**config.mk**
```make
export PLATFORM = sky130hd
export DESIGN_NAME = pc_fetch_flat
export DESIGN_NICKNAME = d
export VERILOG_FILES = /design/src/rtl/pc_fetch_pkg.sv /design/src/rtl/pc_fetch_if.sv /design/src/rtl/fetch_timer.sv /design/src/rtl/pc_fetch.sv /design/src/flat_wrapper.sv
export SDC_FILE = /design/constraint.sdc
export NUM_CORES = 1
export LEC_CHECK = 0
export BUFFER_PORTS_ARGS = -buffer_cell sky130_fd_sc_hd__clkbuf_2
export CORE_UTILIZATION = 42
export DETAILED_ROUTE_END_ITERATION = 10
export PLACE_DENSITY = 0.78
export SETUP_SLACK_MARGIN = 0.1
export SYNTH_ARGS = -nofsm -noshare
export SYNTH_HDL_FRONTEND = slang
export SYNTH_SLANG_ARGS = --single-unit
```
**constraint.sdc**
```tcl
create_clock -name Clk -period 2.14 [get_ports Clk]
set_clock_uncertainty 0.1 [all_clocks]
set_input_delay 0.321 -clock Clk [delete_from_list [all_inputs] [get_ports Clk]]
set_output_delay 0.321 -clock Clk [all_outputs]
set_load 0.05 [all_outputs]
```
**src/rtl/pc_fetch_pkg.sv**
```systemverilog
// Shared CPU fetch definitions: fetch FSM states, fault causes, NPC ops.
// Imported by the fetch unit, its timer and its memory-side interface.
package pc_fetch_pkg;

    typedef enum logic [1:0] {
        FS_IDLE  = 2'd0,
        FS_REQ   = 2'd1,
        FS_VALID = 2'd2,
        FS_FAULT = 2'd3
    } fetch_state_e;

    typedef enum logic [1:0] {
        FC_NONE     = 2'd0,
        FC_MISALIGN = 2'd1,
        FC_BUS      = 2'd2
    } fault_cause_e;

    typedef enum logic [2:0] {
        NPC_SEQ    = 3'd0,
        NPC_BRANCH = 3'd1,
        NPC_JAL    = 3'd2,
        NPC_JALR   = 3'd3,
        NPC_TRAP   = 3'd4
    } npc_op_e;

    localparam int unsigned XLEN = 32;

    function automatic logic pc_misaligned(input logic [XLEN-1:0] pc);
        return |pc[1:0];
    endfunction

endpackage

```
**src/rtl/pc_fetch_if.sv**
```systemverilog
// Instruction-memory request/acknowledge bus between fetch and imem.
// The fetch unit drives the request side; memory answers with ack + data.
interface pc_fetch_if;
    import pc_fetch_pkg::*;

    logic            ImemReq;
    logic [XLEN-1:0] ImemAddr;
    logic            ImemAck;
    logic [XLEN-1:0] ImemRdata;

    modport master (
        output ImemReq,
        output ImemAddr,
        input  ImemAck,
        input  ImemRdata
    );

    modport slave (
        input  ImemReq,
        input  ImemAddr,
        output ImemAck,
        output ImemRdata
    );

endinterface

```
**src/rtl/fetch_timer.sv**
```systemverilog
// Ack wait counter for the fetch request; expired flags the last allowed
// cycle so the FSM can fault when that cycle also passes without an ack.
module fetch_timer
    import pc_fetch_pkg::*;
#(
    parameter int ACK_TIMEOUT = 16
) (
    input  logic clk,
    input  logic rst,
    input  logic clear,
    input  logic enable,
    output logic expired
);

    localparam int W = $clog2(ACK_TIMEOUT + 1);

    logic [W-1:0] count_q;
    logic [W-1:0] count_d;

    assign expired = (count_q == W'(ACK_TIMEOUT - 1));

    always_comb begin
        count_d = count_q;
        if (clear) begin
            count_d = '0;
        end else if (enable && !expired) begin
            count_d = count_q + W'(1);
        end
    end

    always_ff @(posedge clk) begin
        if (rst) begin
            count_q <= '0;
        end else begin
            count_q <= count_d;
        end
    end

endmodule

```
**src/rtl/pc_fetch.sv**
```systemverilog
// Instruction fetch stage: holds one instruction at a time, refetches on
// retire, and parks in a sticky fault state on misaligned NPC or bus timeout.
module pc_fetch
    import pc_fetch_pkg::*;
#(
    parameter logic [31:0] RESET_PC    = 32'h0000_0000,
    parameter int          ACK_TIMEOUT = 16
) (
    input  logic              Clk,
    input  logic              Rst,
    input  logic [XLEN-1:0]   Npc,
    input  logic              NpcValid,
    pc_fetch_if.master        imem,
    output logic [XLEN-1:0]   Pc,
    output logic [XLEN-1:0]   Inst,
    output logic              InstValid,
    output logic              MisalignedFault,
    output logic              BusFault,
    output logic [XLEN-1:0]   InstCount
);

    fetch_state_e    state_q, state_d;
    logic [XLEN-1:0] pc_q, pc_d;
    logic [XLEN-1:0] inst_q, inst_d;
    logic [XLEN-1:0] inst_count_q, inst_count_d;
    logic            mis_fault_q, mis_fault_d;
    logic            bus_fault_q, bus_fault_d;
    logic            timer_expired;

    fetch_timer #(
        .ACK_TIMEOUT (ACK_TIMEOUT)
    ) u_timer (
        .clk     (Clk),
        .rst     (Rst),
        .clear   (state_q != FS_REQ),
        .enable  ((state_q == FS_REQ) && !imem.ImemAck),
        .expired (timer_expired)
    );

    // Address comes from the PC register only, never straight from Npc.
    assign imem.ImemReq  = (state_q == FS_REQ);
    assign imem.ImemAddr = pc_q;

    assign Pc              = pc_q;
    assign Inst            = inst_q;
    assign InstValid       = (state_q == FS_VALID);
    assign MisalignedFault = mis_fault_q;
    assign BusFault        = bus_fault_q;
    assign InstCount       = inst_count_q;

    always_comb begin
        state_d      = state_q;
        pc_d         = pc_q;
        inst_d       = inst_q;
        inst_count_d = inst_count_q;
        mis_fault_d  = mis_fault_q;
        bus_fault_d  = bus_fault_q;
        unique case (state_q)
            FS_IDLE: begin
                state_d = FS_REQ;
            end
            FS_REQ: begin
                if (imem.ImemAck) begin
                    inst_d  = imem.ImemRdata;
                    state_d = FS_VALID;
                end else if (timer_expired) begin
                    bus_fault_d = 1'b1;
                    state_d     = FS_FAULT;
                end
            end
            FS_VALID: begin
                if (NpcValid) begin
                    pc_d         = Npc;
                    inst_count_d = inst_count_q + 32'd1;
                    if (pc_misaligned(Npc)) begin
                        mis_fault_d = 1'b1;
                        state_d     = FS_FAULT;
                    end else begin
                        state_d = FS_REQ;
                    end
                end
            end
            FS_FAULT: begin
                state_d = FS_FAULT;
            end
        endcase
    end

    always_ff @(posedge Clk) begin
        if (Rst) begin
            state_q      <= FS_IDLE;
            pc_q         <= RESET_PC;
            inst_q       <= '0;
            inst_count_q <= '0;
            mis_fault_q  <= 1'b0;
            bus_fault_q  <= 1'b0;
        end else begin
            state_q      <= state_d;
            pc_q         <= pc_d;
            inst_q       <= inst_d;
            inst_count_q <= inst_count_d;
            mis_fault_q  <= mis_fault_d;
            bus_fault_q  <= bus_fault_d;
        end
    end

endmodule

```
**src/flat_wrapper.sv**
```systemverilog
// flat-port wrapper written by rule: the top's interface ports become plain ports
module pc_fetch_flat import pc_fetch_pkg::*;
#(
    parameter logic [31:0] RESET_PC    = 32'h0000_0000,
    parameter int          ACK_TIMEOUT = 16
)
  (Clk, Rst, Npc, NpcValid, Pc, Inst, InstValid, MisalignedFault, BusFault, InstCount, imem_ImemReq, imem_ImemAddr, imem_ImemAck, imem_ImemRdata);
  pc_fetch_if imem_i ();
  input  logic Clk;
  input  logic Rst;
  input  logic [XLEN-1:0] Npc;
  input  logic NpcValid;
  output logic [XLEN-1:0] Pc;
  output logic [XLEN-1:0] Inst;
  output logic InstValid;
  output logic MisalignedFault;
  output logic BusFault;
  output logic [XLEN-1:0] InstCount;
  output wire logic [$bits(imem_i.ImemReq)-1:0] imem_ImemReq;
  output wire logic [$bits(imem_i.ImemAddr)-1:0] imem_ImemAddr;
  input wire logic [$bits(imem_i.ImemAck)-1:0] imem_ImemAck;
  input wire logic [$bits(imem_i.ImemRdata)-1:0] imem_ImemRdata;
  assign imem_ImemReq = imem_i.ImemReq;
  assign imem_ImemAddr = imem_i.ImemAddr;
  assign imem_i.ImemAck = imem_ImemAck;
  assign imem_i.ImemRdata = imem_ImemRdata;
  pc_fetch #(.RESET_PC(RESET_PC), .ACK_TIMEOUT(ACK_TIMEOUT)) u_core (.Clk(Clk), .Rst(Rst), .Npc(Npc), .NpcValid(NpcValid), .imem(imem_i), .Pc(Pc), .Inst(Inst), .InstValid(InstValid), .MisalignedFault(MisalignedFault), .BusFault(BusFault), .InstCount(InstCount));
endmodule
```
# After elaboration in Yosys (flattened, before gate mapping)
# Cells that the tools add are included.
# totals
regBits	105
inputBits	68
output_inout_bits	132
# op_classes
add_sub_neg	2
eq_ne	7
mux	5
n_bitwise	1
n_reduce_logical	12
# op_table
operator	count
adder 32 x 1 -> 32 bit (second input constant)	1
two-way mux 2 bit	4
one-hot mux 2 bit (4 select lines)	1
AND reduction 2 bit	3
AND reduction 3 bit	2
adder 5 x 1 -> 5 bit (second input constant)	1
== test 5 x 4 -> 1 bit (second input constant)	1
== test 2 bit (second input constant)	2
OR reduction 2 bit	2
!= test 3 x 1 -> 1 bit (second input constant)	1
== test 2 x 1 -> 1 bit (second input constant)	1
logical AND 1 bit	2
zero test 1 bit	2
zero test 2 bit	1
!= test 2 x 1 -> 1 bit (second input constant)	1
!= test 2 bit (second input constant)	1
inverter 1 bit	1

# Logic depth before layout (Yosys ltp)
# logic_depth
depth_word	4
depth_mapped	7
mapped_depth_nobuf	7

# Cells and area by module
# A second synthesis with hierarchy kept.
# unflattened
cells_unflattened	548
hier_area_um2	4443.0
# by_module_without_submodules
module	instances	cells_per_inst	area_per_inst_um2	seq_area_each_um2
pc_fetch	1	522	4201.5	2001.9
fetch_timer	1	26	241.5	100.1

# Least setup slack after synthesis
# No wires, ideal clock.
# synth_timing
path_kind	flip-flop to flip-flop
start	register u_core.inst_count_q[0] (netlist: u_core.InstCount[0])
end	register u_core.inst_count_q[22] (netlist: u_core.InstCount[22])
setup_time_ns	0.070
arrival_ns	2.252
required_time_ns	1.970
slack_ns	-0.283
path_stages_with_launch	7
n_path_buf	1
cell_sequence	dfxtp_1 ha_1 nand4b_2 or4_1 buf_2 or4_1 a21oi_1
# synth_between
elab_chain_len	1
# synth_lines
item	line	source
start: declaration	pc_fetch.sv:25	logic [XLEN-1:0] inst_count_q, inst_count_d;
start signal: assignment	pc_fetch.sv:101	inst_count_q <= inst_count_d;
adder 32 x 1 -> 32 bit	pc_fetch.sv:74	inst_count_d = inst_count_q + 32'd1;
# Every way passes these cells.
# A chain may end at the register's enable or synchronous reset.

# Worst setup path after layout
# layout_timing
start	register u_core.inst_count_q[1] (netlist: u_core.InstCount[1])
end	register u_core.inst_count_q[22] (netlist: u_core.InstCount[22])
# The elaborated chain is that of the path after synthesis.

==> flow_summary_export.csv <==
group,metric,value,unit
status,status,"finished, final reports clean",
sta,worstMarginPinSlew,0.528,ns
power,power.share.sequential,52.4,%
yosys,synth_adder_area_share,0.850,%
yosys,ys_types,40,
yosys,synth_compound_area_share,12.3,%
drt,viasPerCell,5.05,
setup_path,worst-setup-path-type,"reg -> reg",
yosys,synth.area.mux_share,2.01,%
floorplanning,rows,37,
setup_path,worstSetupStartpointType,"register",
yosys,synthFlopType,"dfxtp_1",
sta,maxSlewHeadroom,64.5,%
finish,drive_above_1_share,39.2,%
cts,clock-sinks,105,
drt,wl_per_cell,13.2,um
finish,fin_area,5690,um2
cts,root_buffer,"clkbuf_8",
power,power.density,682,nW/um2
yosys,yosysWarnings,0,
drt,firstDrtPassIters,5,
setup_path,cp_data_required_time,2.35,ns
job,drv_cap,0,
floorplanning,core-area,10300,um2
yosys,syn_area_per_cell,8.12,um2
floorplanning,die_area,10900,um2
sta,drv_slew,0,
drt,vias,4280,
drt,drtIter0Drc,228,
power,power.leakage,2.44,nW
power,internal_power,0.00268,W
sta,period_needed,1.99,ns
sta,layout_setup_ws,0.150,ns
yosys,seq_area_frac_synth,47.6,%
cts,cts_tree,"built",
grt,grt_util_all_layers,19.9,%
power,power.total,0.00388,W
yosys,yosysTopAreaCellShare,47.6,%
power,ir_drop,0.000351,V
yosys,async_reset_ff_share,0,%
yosys,synth_top_family_by_area,"simple AND/OR/NAND/NOR gates",
finish,fill_cells,951,
setup_path,crit_fanout,7,
finish,n_antenna_cell,0,
floorplanning,start_util,43.0,%
grt,overflow,0,
finish,nNetsFinal,777,
grt,grt_pass1_wl,17.7,mm
sta,setup_viol,0,
drt,final_antenna_net_count,0,
placed_design,portBuffers,199,
yosys,yosys-top-cells-area,"dfxtp_1, nand2_1, a21oi_1",
placed_design,place_congestion,0.802,
worst_hold_path,hold_class,"in -> reg",
sta,report.final.hold_viol_count,0,
grt,antenna_found_initial,0,
cts,insertion_delay,0.37,ns
cts,cts_inserted_buffers,9,
cts,path_clk_slew,0.11,ns
drt,drcViolationCount,0,
sta,max_clock_freq,503,MHz
floorplanning,die_x,105,um
cts,h-tree-depth,3,
placed_design,dp_hpwl,8.01,mm
finish,final_common_cell,"clkbuf_2",
yosys,synth-simple-area-share,25.9,%
yosys,synth.largest_area_cell,"dfxtp_1",
finish,finalCoreUtilization,55.3,%
placed_design,dp_worst_setup_slack,-0.0732,ns
yosys,synth_nets,615,
cts,cts_buffer_depth,2,
finish,layout_common_cells,"clkbuf_2, nand2_1, a21oi_1, dfxtp_1, nor2_1",
yosys,ys_ff_latch,105,
sta,post-route-period-util,93.0,%
setup_path,arrival,2.20,ns
power,clockPowerShare,32.2,%
sta,rsz0062_at_grt,"true",
yosys,synth_edf_count,0,
setup_path,endpoint_kind,"register",
yosys,synth_xor_area_share,2.18,%
yosys,syn-cell-area,4420,um2
yosys,postSynthCellCount,544,
power,power.switching,0.00120,W
power,swShare,30.9,%
finish,area_growth,28.8,%
floorplanning,io_pins,200,
power,pwr-share-comb,15.4,%
grt,grt_max_degree,55,
cts,post_cts_buffers,0,
drt,totalWireLength,11.2,mm
sta,whs,0.0517,ns
grt,grt_pass1_vias,3816,
floorplanning,die_h,105,um
placed_design,postPlaceCellArea,5440,um2
## kinds of logic after synthesis
logic type,after synthesis
AND/OR/NAND/NOR,239
flip-flops,105
AO/OA/AOI/OAI,103
buffers and inverters,75
XOR/XNOR,11
multiplexers,8
adder cells (fa/ha/maj),3
## state kept, by name, summed over array words and instances, names as in the netlist
name,cells
u_core.InstCount,32
u_core.BusFault,1
u_core.Inst,32
u_core.MisalignedFault,1
u_core.Pc,32
u_core.u_timer.count_q,5
u_core.state_q,2
## synthesized netlist by cell type, types with 3 or more instances
| library cell | n |
|---|---|
| or4_1 | 6 |
| and4_1 | 3 |
| nand3_1 | 10 |
| ha_1 | 3 |
| dfxtp_1 | 105 |
| or3_1 | 10 |
| nand4_1 | 9 |
| xnor2_1 | 4 |
| inv_1 | 10 |
| buf_2 | 4 |
| clkbuf_1 | 23 |
| o31ai_1 | 7 |
| mux2_2 | 6 |
| buf_1 | 6 |
| nor2b_1 | 9 |
| a21oi_1 | 83 |
| xor2_1 | 7 |
| nand2_1 | 144 |
| buf_4 | 32 |
| nor2_1 | 22 |
| nor4_1 | 10 |
| o21ai_0 | 9 |
## worst paths after layout
path	from	to	slack, ns	cells past startpoint
worst min-delay path	imem_ImemRdata[14]	u_core.Inst[14]$_SDFFE_PP0P_	0.05	3
worst min register to register	u_core.MisalignedFault$_SDFFE_PP0P_	u_core.MisalignedFault$_SDFFE_PP0P_	0.36	2
worst max-delay path	u_core.InstCount[1]$_SDFFE_PP0P_	u_core.InstCount[22]$_SDFFE_PP0P_	0.15	5
worst max register to register	u_core.InstCount[1]$_SDFFE_PP0P_	u_core.InstCount[22]$_SDFFE_PP0P_	0.15	5
## critical path, stage by stage, from the launching register on
cell and delay [ns]:
dfxtp_4 0.39, ha_4 0.16, nand4b_4 0.14, or4_4 0.48
or4_1 0.50, a21oi_1 0.15
## final cells by class
class,count,area (um2),share of cell area (%)
Sequential cell,105,2160,37.9
Multi-Input combinational cell,365,1980,34.8
Timing Repair Buffer,215,1140,20.1
Tap cell,136,170,2.99
Clock buffer,10,149,2.62
Clock inverter,6,53.8,0.946
Inverter,10,37.5,0.660
## power groups by stage
stage	clock, W	combinational, W	sequential (W)
global placement	0	0.000590	0.00208
detailed placement	0	0.000601	0.00208
CTS	0.00130	0.000602	0.00203
floorplan	0	0.000264	0.00225
global route	0.00137	0.000639	0.00204
finish	0.00125	0.000598	0.00203
## stage by stage
stage / setup TNS, ns / std cells
final: 0 / 847
after global routing: 0 / 847
after CTS: 0 / 846
after detailed placement: -0.0732 / 830
after global placement: 0 / 830
after floorplan: 0 / 544
## metal layers
layer | global-route usage, % | part of all wire [%]
met3 | 4.80 | 6.5
met2 | 35.5 | 50
met4 | 8.37 | 1.8
met1 | 22.5 | 41
met5 | 0 | 0
## repair_timing
item                       4_1_cts  5_1_grt
hold buffers                     0        0
cloned                           0        1
setup endpoints to repair       11       11
pin swaps                        0        0
resized for setup                3        6
hold endpoints to repair         0        0
No activity file was read; power rests on OpenSTA's default activity.
